$ cat src/rtl/fetch_pc_unit.sv
// Instruction-fetch front end: drives program-memory word addresses, tracks the
// single in-flight read and buffers returned words in a skid FIFO for decode.
module fetch_pc_unit #(
  parameter int            AW       = 10,
  parameter int            DW       = 32,
  parameter int            DEPTH    = 2,
  parameter logic [AW-1:0] RESET_PC = '0
) (
  input  logic          clk,
  input  logic          Reset,
  output logic [AW-1:0] Address,
  output logic          Fetch_En,
  input  logic [DW-1:0] Instruction,
  input  logic          redirect_valid,
  input  logic [AW-1:0] redirect_addr,
  output logic          instr_valid,
  input  logic          instr_ready,
  output logic [DW-1:0] instr_out,
  output logic [AW-1:0] instr_pc
);

  localparam int CW = $clog2(DEPTH + 1);
  localparam int PW = (DEPTH > 1) ? $clog2(DEPTH) : 1;

  logic [AW-1:0] fetch_pc_reg, fetch_pc_next;
  logic          inflight_reg;
  logic [AW-1:0] inflight_pc_reg;
  logic          squash_reg;
  logic [CW-1:0] count_reg;
  logic [PW-1:0] rd_ptr_reg, wr_ptr_reg;

  logic [DW-1:0] data_mem [DEPTH];
  logic [AW-1:0] pc_mem   [DEPTH];

  logic          pop, push, issue;
  logic [CW:0]   credits_used;

  function automatic logic [PW-1:0] ptr_inc(input logic [PW-1:0] p);
    return (p == PW'(DEPTH - 1)) ? '0 : p + 1'b1;
  endfunction

  assign instr_valid  = (count_reg != '0);
  assign pop          = instr_valid & instr_ready;
  // Slots already committed: buffered words plus the read on its way back,
  // minus the one decode takes this cycle.
  assign credits_used = {1'b0, count_reg} + (CW+1)'(inflight_reg) - (CW+1)'(pop);
  assign issue        = !redirect_valid && (credits_used < (CW+1)'(DEPTH));
  // A word returning during a redirect, or the cycle after one, belongs to the old path.
  assign push         = inflight_reg & !squash_reg & !redirect_valid;

  assign Address  = fetch_pc_reg;
  assign Fetch_En = issue & !Reset;

  always_comb begin
    fetch_pc_next = fetch_pc_reg;
    if (redirect_valid)
      fetch_pc_next = redirect_addr;
    else if (issue)
      fetch_pc_next = fetch_pc_reg + 1'b1;
  end

  always_ff @(posedge clk) begin
    if (Reset) begin
      fetch_pc_reg    <= RESET_PC;
      inflight_reg    <= 1'b0;
      inflight_pc_reg <= '0;
      squash_reg      <= 1'b0;
      count_reg       <= '0;
      rd_ptr_reg      <= '0;
      wr_ptr_reg      <= '0;
    end else begin
      fetch_pc_reg <= fetch_pc_next;
      inflight_reg <= issue;
      squash_reg   <= redirect_valid;
      if (issue)
        inflight_pc_reg <= fetch_pc_reg;
      if (redirect_valid) begin
        count_reg  <= '0;
        rd_ptr_reg <= '0;
        wr_ptr_reg <= '0;
      end else begin
        if (push)
          wr_ptr_reg <= ptr_inc(wr_ptr_reg);
        if (pop)
          rd_ptr_reg <= ptr_inc(rd_ptr_reg);
        count_reg <= count_reg + CW'(push) - CW'(pop);
      end
    end
  end

  always_ff @(posedge clk) begin
    if (!Reset && push) begin
      data_mem[wr_ptr_reg] <= Instruction;
      pc_mem[wr_ptr_reg]   <= inflight_pc_reg;
    end
  end

  // Head is forced to zero when empty so stale entries never leak out.
  assign instr_out = instr_valid ? data_mem[rd_ptr_reg] : '0;
  assign instr_pc  = instr_valid ? pc_mem[rd_ptr_reg]   : '0;

endmodule

$ cat config.mk
export PLATFORM = sky130hd
export DESIGN_NAME = fetch_pc_unit
export DESIGN_NICKNAME = d
export VERILOG_FILES = /design/src/rtl/fetch_pc_unit.sv
export SDC_FILE = /design/constraint.sdc
export NUM_CORES = 1
export LEC_CHECK = 0
export ABC_CLOCK_PERIOD_IN_PS = 4400
export BUFFER_PORTS_ARGS = -buffer_cell sky130_fd_sc_hd__buf_2
export CORE_MARGIN = 8
export CORE_UTILIZATION = 56
export CTS_BUF_LIST = sky130_fd_sc_hd__clkbuf_2 sky130_fd_sc_hd__clkbuf_4 sky130_fd_sc_hd__clkbuf_8
export CTS_CLUSTER_DIAMETER = 100
export DETAILED_ROUTE_END_ITERATION = 10
export PLACE_DENSITY = 0.88
export SYNTH_ARGS = -nofsm -noshare
export SYNTH_HDL_FRONTEND = slang
export SYNTH_SLANG_ARGS = --single-unit
$ cat constraint.sdc
create_clock -name clk -period 4.4 [get_ports clk]
set_input_delay 0.66 -clock clk [delete_from_list [all_inputs] [get_ports clk]]
set_output_delay 0.66 -clock clk [all_outputs]
set_load 0.01 [all_outputs]
Word level (Yosys, flattened, before mapping):

Memory sizes are Yosys's and may differ from the RTL's. A register that Yosys moved wholly into a read port is not among the register bits.
Cells that the tools add are included.

* bits of input ports: 46
* output and inout port bits: 54
* memories kept: 2
* bits in registers: 26
* bits in writable memories: 84

* magnitude comparators: 1
* add/sub/neg operators: 7
* reductions and logical operators: 8
* bitwise gates (word level): 4
* muxes and demuxes: 12

Memories
* data_mem: words 2, width 32, rd ports 1, clocked after Yosys merged registers in 1, wr ports 1, RTL line 32 `logic [DW-1:0] data_mem [DEPTH];`
* pc_mem: words 2, width 10, rd ports 1, clocked after Yosys merged registers in 1, wr ports 1, RTL line 33 `logic [AW-1:0] pc_mem [DEPTH];`

Operator list (count)
* 32-bit 2-to-1 mux: 1
* 10-bit 2-to-1 mux: 3
* 10-bit by 1-bit adder with 10-bit output (second input constant): 1
* 1-bit 2-to-1 mux: 8
* 1-bit bitwise AND: 4
* 2-bit nonzero test: 2
* 2-bit by 1-bit adder with 3-bit output: 1
* 1-bit logical NOT: 3
* 3-bit by 2-bit less-than comparator with 1-bit output (second input constant): 1
* 3-bit by 1-bit subtractor with 3-bit output: 1
* 1-bit adder (second input constant): 2
* 2-bit by 1-bit adder with 2-bit output: 1
* 1-bit logical AND: 2
* 2-bit OR reduction: 1
* 2-bit by 1-bit subtractor with 2-bit output: 1

Logic depth before layout (Yosys ltp):

* word-level depth: 7
* gate-level depth with buffers: 12

Worst setup path after synthesis:

OpenSTA, ideal clock, no wires.

* path type: register -> output
* start: register count_reg[1]
* end: output Fetch_En
* stages on the path, launching flop included: 11
* arrival: 2.660 ns
* path buffers: 1
* slack: 1.080 ns
* cell sequence: dfxtp_1 > nor2_1 > inv_1 > and2_1 > ha_1 > nand2b_1 > fa_1 > xor2_2 > or3b_1 > buf_2 > nor2_1

* word-level cells in the longest chain between the ends: 6
* elaborated cells between the ends (all ways): 7

RTL lines
* start: declaration: RTL line 29 `logic [CW-1:0] count_reg;`
* start signal: assignment: RTL line 86 `count_reg <= count_reg + CW'(push) - CW'(pop);`
* 2-bit nonzero test: RTL line 42 `assign instr_valid = (count_reg != '0);`
* named net instr_valid: RTL line 16 `output logic instr_valid,`
* 1-bit bitwise AND: RTL line 43 `assign pop = instr_valid & instr_ready;`
* named net pop: RTL line 35 `logic pop, push, issue;`
* 3-bit by 1-bit subtractor with 3-bit output: RTL line 46 `assign credits_used = {1'b0, count_reg} + (CW+1)'(inflight_reg) - (CW+1)'(pop);`
* 3-bit by 2-bit less-than comparator with 1-bit output: RTL line 47 `assign issue = !redirect_valid && (credits_used < (CW+1)'(DEPTH));`
* 1-bit logical AND: RTL line 47
* 1-bit bitwise AND: RTL line 52 `assign Fetch_En = issue & !Reset;`
* end: declaration: RTL line 12 `output logic Fetch_En,`

The timed path passes the listed nets, and every way through them passes these cells.

Worst setup path after layout:

* start: register count_reg[1]
* end: output Fetch_En

* word-level cells in the longest chain between the ends: 6
* elaborated cells between the ends (all ways): 7

RTL lines (RTL line)
* 2-bit nonzero test: 42
* 1-bit bitwise AND: 43
* named net pop: 35
* 3-bit by 1-bit subtractor with 3-bit output: 46
* 3-bit by 2-bit less-than comparator with 1-bit output: 47
* 1-bit logical AND: 47
* 1-bit bitwise AND: 52

The timed path passes the listed nets, and every way through them passes these cells.

==> results.tsv <==
metric	value	unit
status	complete, no violations	
startpoint_type	register	
antenna_found_initial	0	
synthMostInstantiatedCell	edfxtp_1	
cp_num_buf_inv	2	
cp-end-kind	primary output	
met2_usage	26.0	%
grt_max_degree	43	
cellPowerDensity	358	mW/mm2
critPathSlowestCell	or3b_1	
max_slew_margin	22.0	%
die_x	104	um
reg_top3	data_mem (64), pc_mem (20)	
hpwl	5830	um
worst-setup-path-type	register to primary output	
netlist.area_leader.share	57.5	%
hold_path.class	register to register	
rsz0062_at_grt	false	
hold_buffers	0	
synth_common_cells	84 x edfxtp_1, 67 x nor2_1, 53 x mux2i_1	
cts_buffers	9	
io_pins	100	
clock_skew	13.9	ps
drt-total-wl	8170	um
tns	0	ps
yosys-top-cells-area	edfxtp_1 58%, dfxtp_1 12%, mux2i_1 12%, nor2_1 5.7%, xnor2_1 1.6%	
cp_top_family	simple AND/OR/NAND/NOR gates	
period_minus_slack	3950	ps
postCtsSetupBuffers	0	
crit_chain	nor2_4 > inv_1 > and2_1 > ha_1 > nand2b_1 > fa_1 > xor2_2 > or3b_1 > nor2_1 > buf_2	
dieArea	0.0109	mm2
drt_iter0_markers	85	
area_delta_synth_final	17.4	%
clk_latency	360	ps
max_stage_delay	670	ps
routedWlPerCell	15.9	um
cts_buffer_depth	2	
critPathRequiredTime	3740	ps
grt_overflow	0	
vias	2685	
async_flop_share	0	%
drt_first_pass_iters	4	
yosys_warnings	0	
grt_util_met3	3.78	%
track_usage	15.1	%
cts.sinks	111	
seq_area	0.00306	mm2
postRouteAntennaNets	0	
drv_cap	0	
tightest_slew	1170	ps
syn_area	0.00439	mm2
synth-seq-area-share	69.8	%
largest_reg_flops	64	
multiInputGateArea	0.00124	mm2
gp_congestion	0.841	
slew_violations	0	
die_y	104	um
fill_cells	543	
avgViaCountPerCell	5.22	
cts_tree	yes	
root_buffer	clkbuf_8	
fin_nets	458	
cts_max_level	3	
synth-edff-count	84	
cts_resized	0	
io_buffers	99	
ir_worst_vdd	0.000156	V
drc	0	
gr-usage-met1	17.3	%
synthCells	312	
final.period_utilization	89.9	%
max_clock_freq	0.253	GHz
syn_area_per_cell	14.1	um2
num_rows	32	
grt_pass1_wl	13200	um
synth_nets	363	
synth_ff_type	edfxtp_1	
p_leak	1.98	nW
path_clk_slew	100	ps
busiest_layer	met2	
core_area	0.00765	mm2
num_antenna_cells	0	
layout-drive-gt1-share	29.6	%
synth_largest_area_cell	edfxtp_1	
synth.distinct_cells	35	
setup_violations	0	
finalHoldViolCount	0	
regMostFlops	data_mem	
cp_max_fo	12	
crit_arrival	3290	ps
synth-seq-cells	111	
start_util	57.3	%
grt_pass1_vias	2696	
hold_ws	471	ps
==> final cells by class <==
| type | instances | area share [%] |
|---|---|---|
| Sequential cell | 111 | 59.5 |
| Timing Repair Buffer | 101 | 9.91 |
| Clock buffer | 9 | 2.41 |
| Multi-Input combinational cell | 180 | 24.2 |
| Inverter | 4 | 0.292 |
| Clock inverter | 7 | 1.22 |
| Tap cell | 102 | 2.48 |
==> worst paths after layout <==
| check | startpoint | end | slack [ps] | cells after the start |
|---|---|---|---|---|
| max | count_reg[1] | Fetch_En | 450 | 10 |
| min | inflight_pc_reg[0] | pc_mem[1][0] | 470 | 0 |
| max reg2reg | count_reg[1] | inflight_pc_reg[0] | 1380 | 10 |
| min reg2reg | inflight_pc_reg[0] | pc_mem[1][0] | 470 | 0 |
==> layer usage <==
layer / wire length (um) / up-vias
li1: - / 1311
met1: 3380 / 1264
met4: 138 / 0
met2: 4110 / 96
met5: 0 / -
met3: 529 / 14
==> kinds of logic (layout without fill, tap and decap cells) <==
family	count (synthesis)	after routing	share of synthesized area, %
DFF	111	111	69.8
and+or+nand+nor	97	97	9.59
muxes	53	53	12.1
buffers and inverters	21	121	2.14
AOI/OAI and AO/OA	13	13	2.17
xor gates and xnor gates	12	12	2.57
adders and majority gates	5	5	1.60
==> power by group <==
group	internal, mW	switching, mW
logic	0.0522	0.0665
registers	1.15	0.0181
clock network	0.218	0.342
total	1.42	0.427
==> worst reg2reg max path: cells and delay by family (launching register included) <==
family                   cells  cell delay (ps)
XOR/XNOR                     1              350
multiplexers                 1              270
adder cells (fa/ha/maj)      2              660
flip-flops                   1              520
buffers and inverters        1               70
AND/OR/NAND/NOR              5             1030
==> through the flow <==
stage | total power, mW | std cells | area (um2) | utilization (%) | setup slack (ps)
floorplan | 1.25 | 312 | 4390 | - | 1080
global placement | 1.30 | 498 | 4960 | 64.9 | 775
detailed placement | 1.31 | 498 | 4960 | 64.9 | 682
CTS | 1.86 | 514 | 5150 | 67.3 | 424
global route | 1.90 | 514 | 5150 | 67.3 | 294
finish | 1.84 | 514 | 5150 | 67.3 | 445
==> layout by cell type (no fill, tap or decap), drive strengths merged, types with 2 or more instances in the layout <==
master / synthesis / final
a211oi: 6 / 6
and2: 3 / 3
buf: 8 / 101
clkbuf: 9 / 9
clkinv: 0 / 2
dfxtp: 27 / 27
edfxtp: 84 / 84
ha: 4 / 4
inv: 4 / 8
mux2i: 53 / 53
nand2: 5 / 5
nand2b: 2 / 2
nand3: 3 / 3
nor2: 67 / 67
nor2b: 2 / 2
nor3: 7 / 7
nor4: 2 / 2
xnor2: 8 / 8
xor2: 4 / 4
Note: power is estimated with default switching activity, not from simulation.
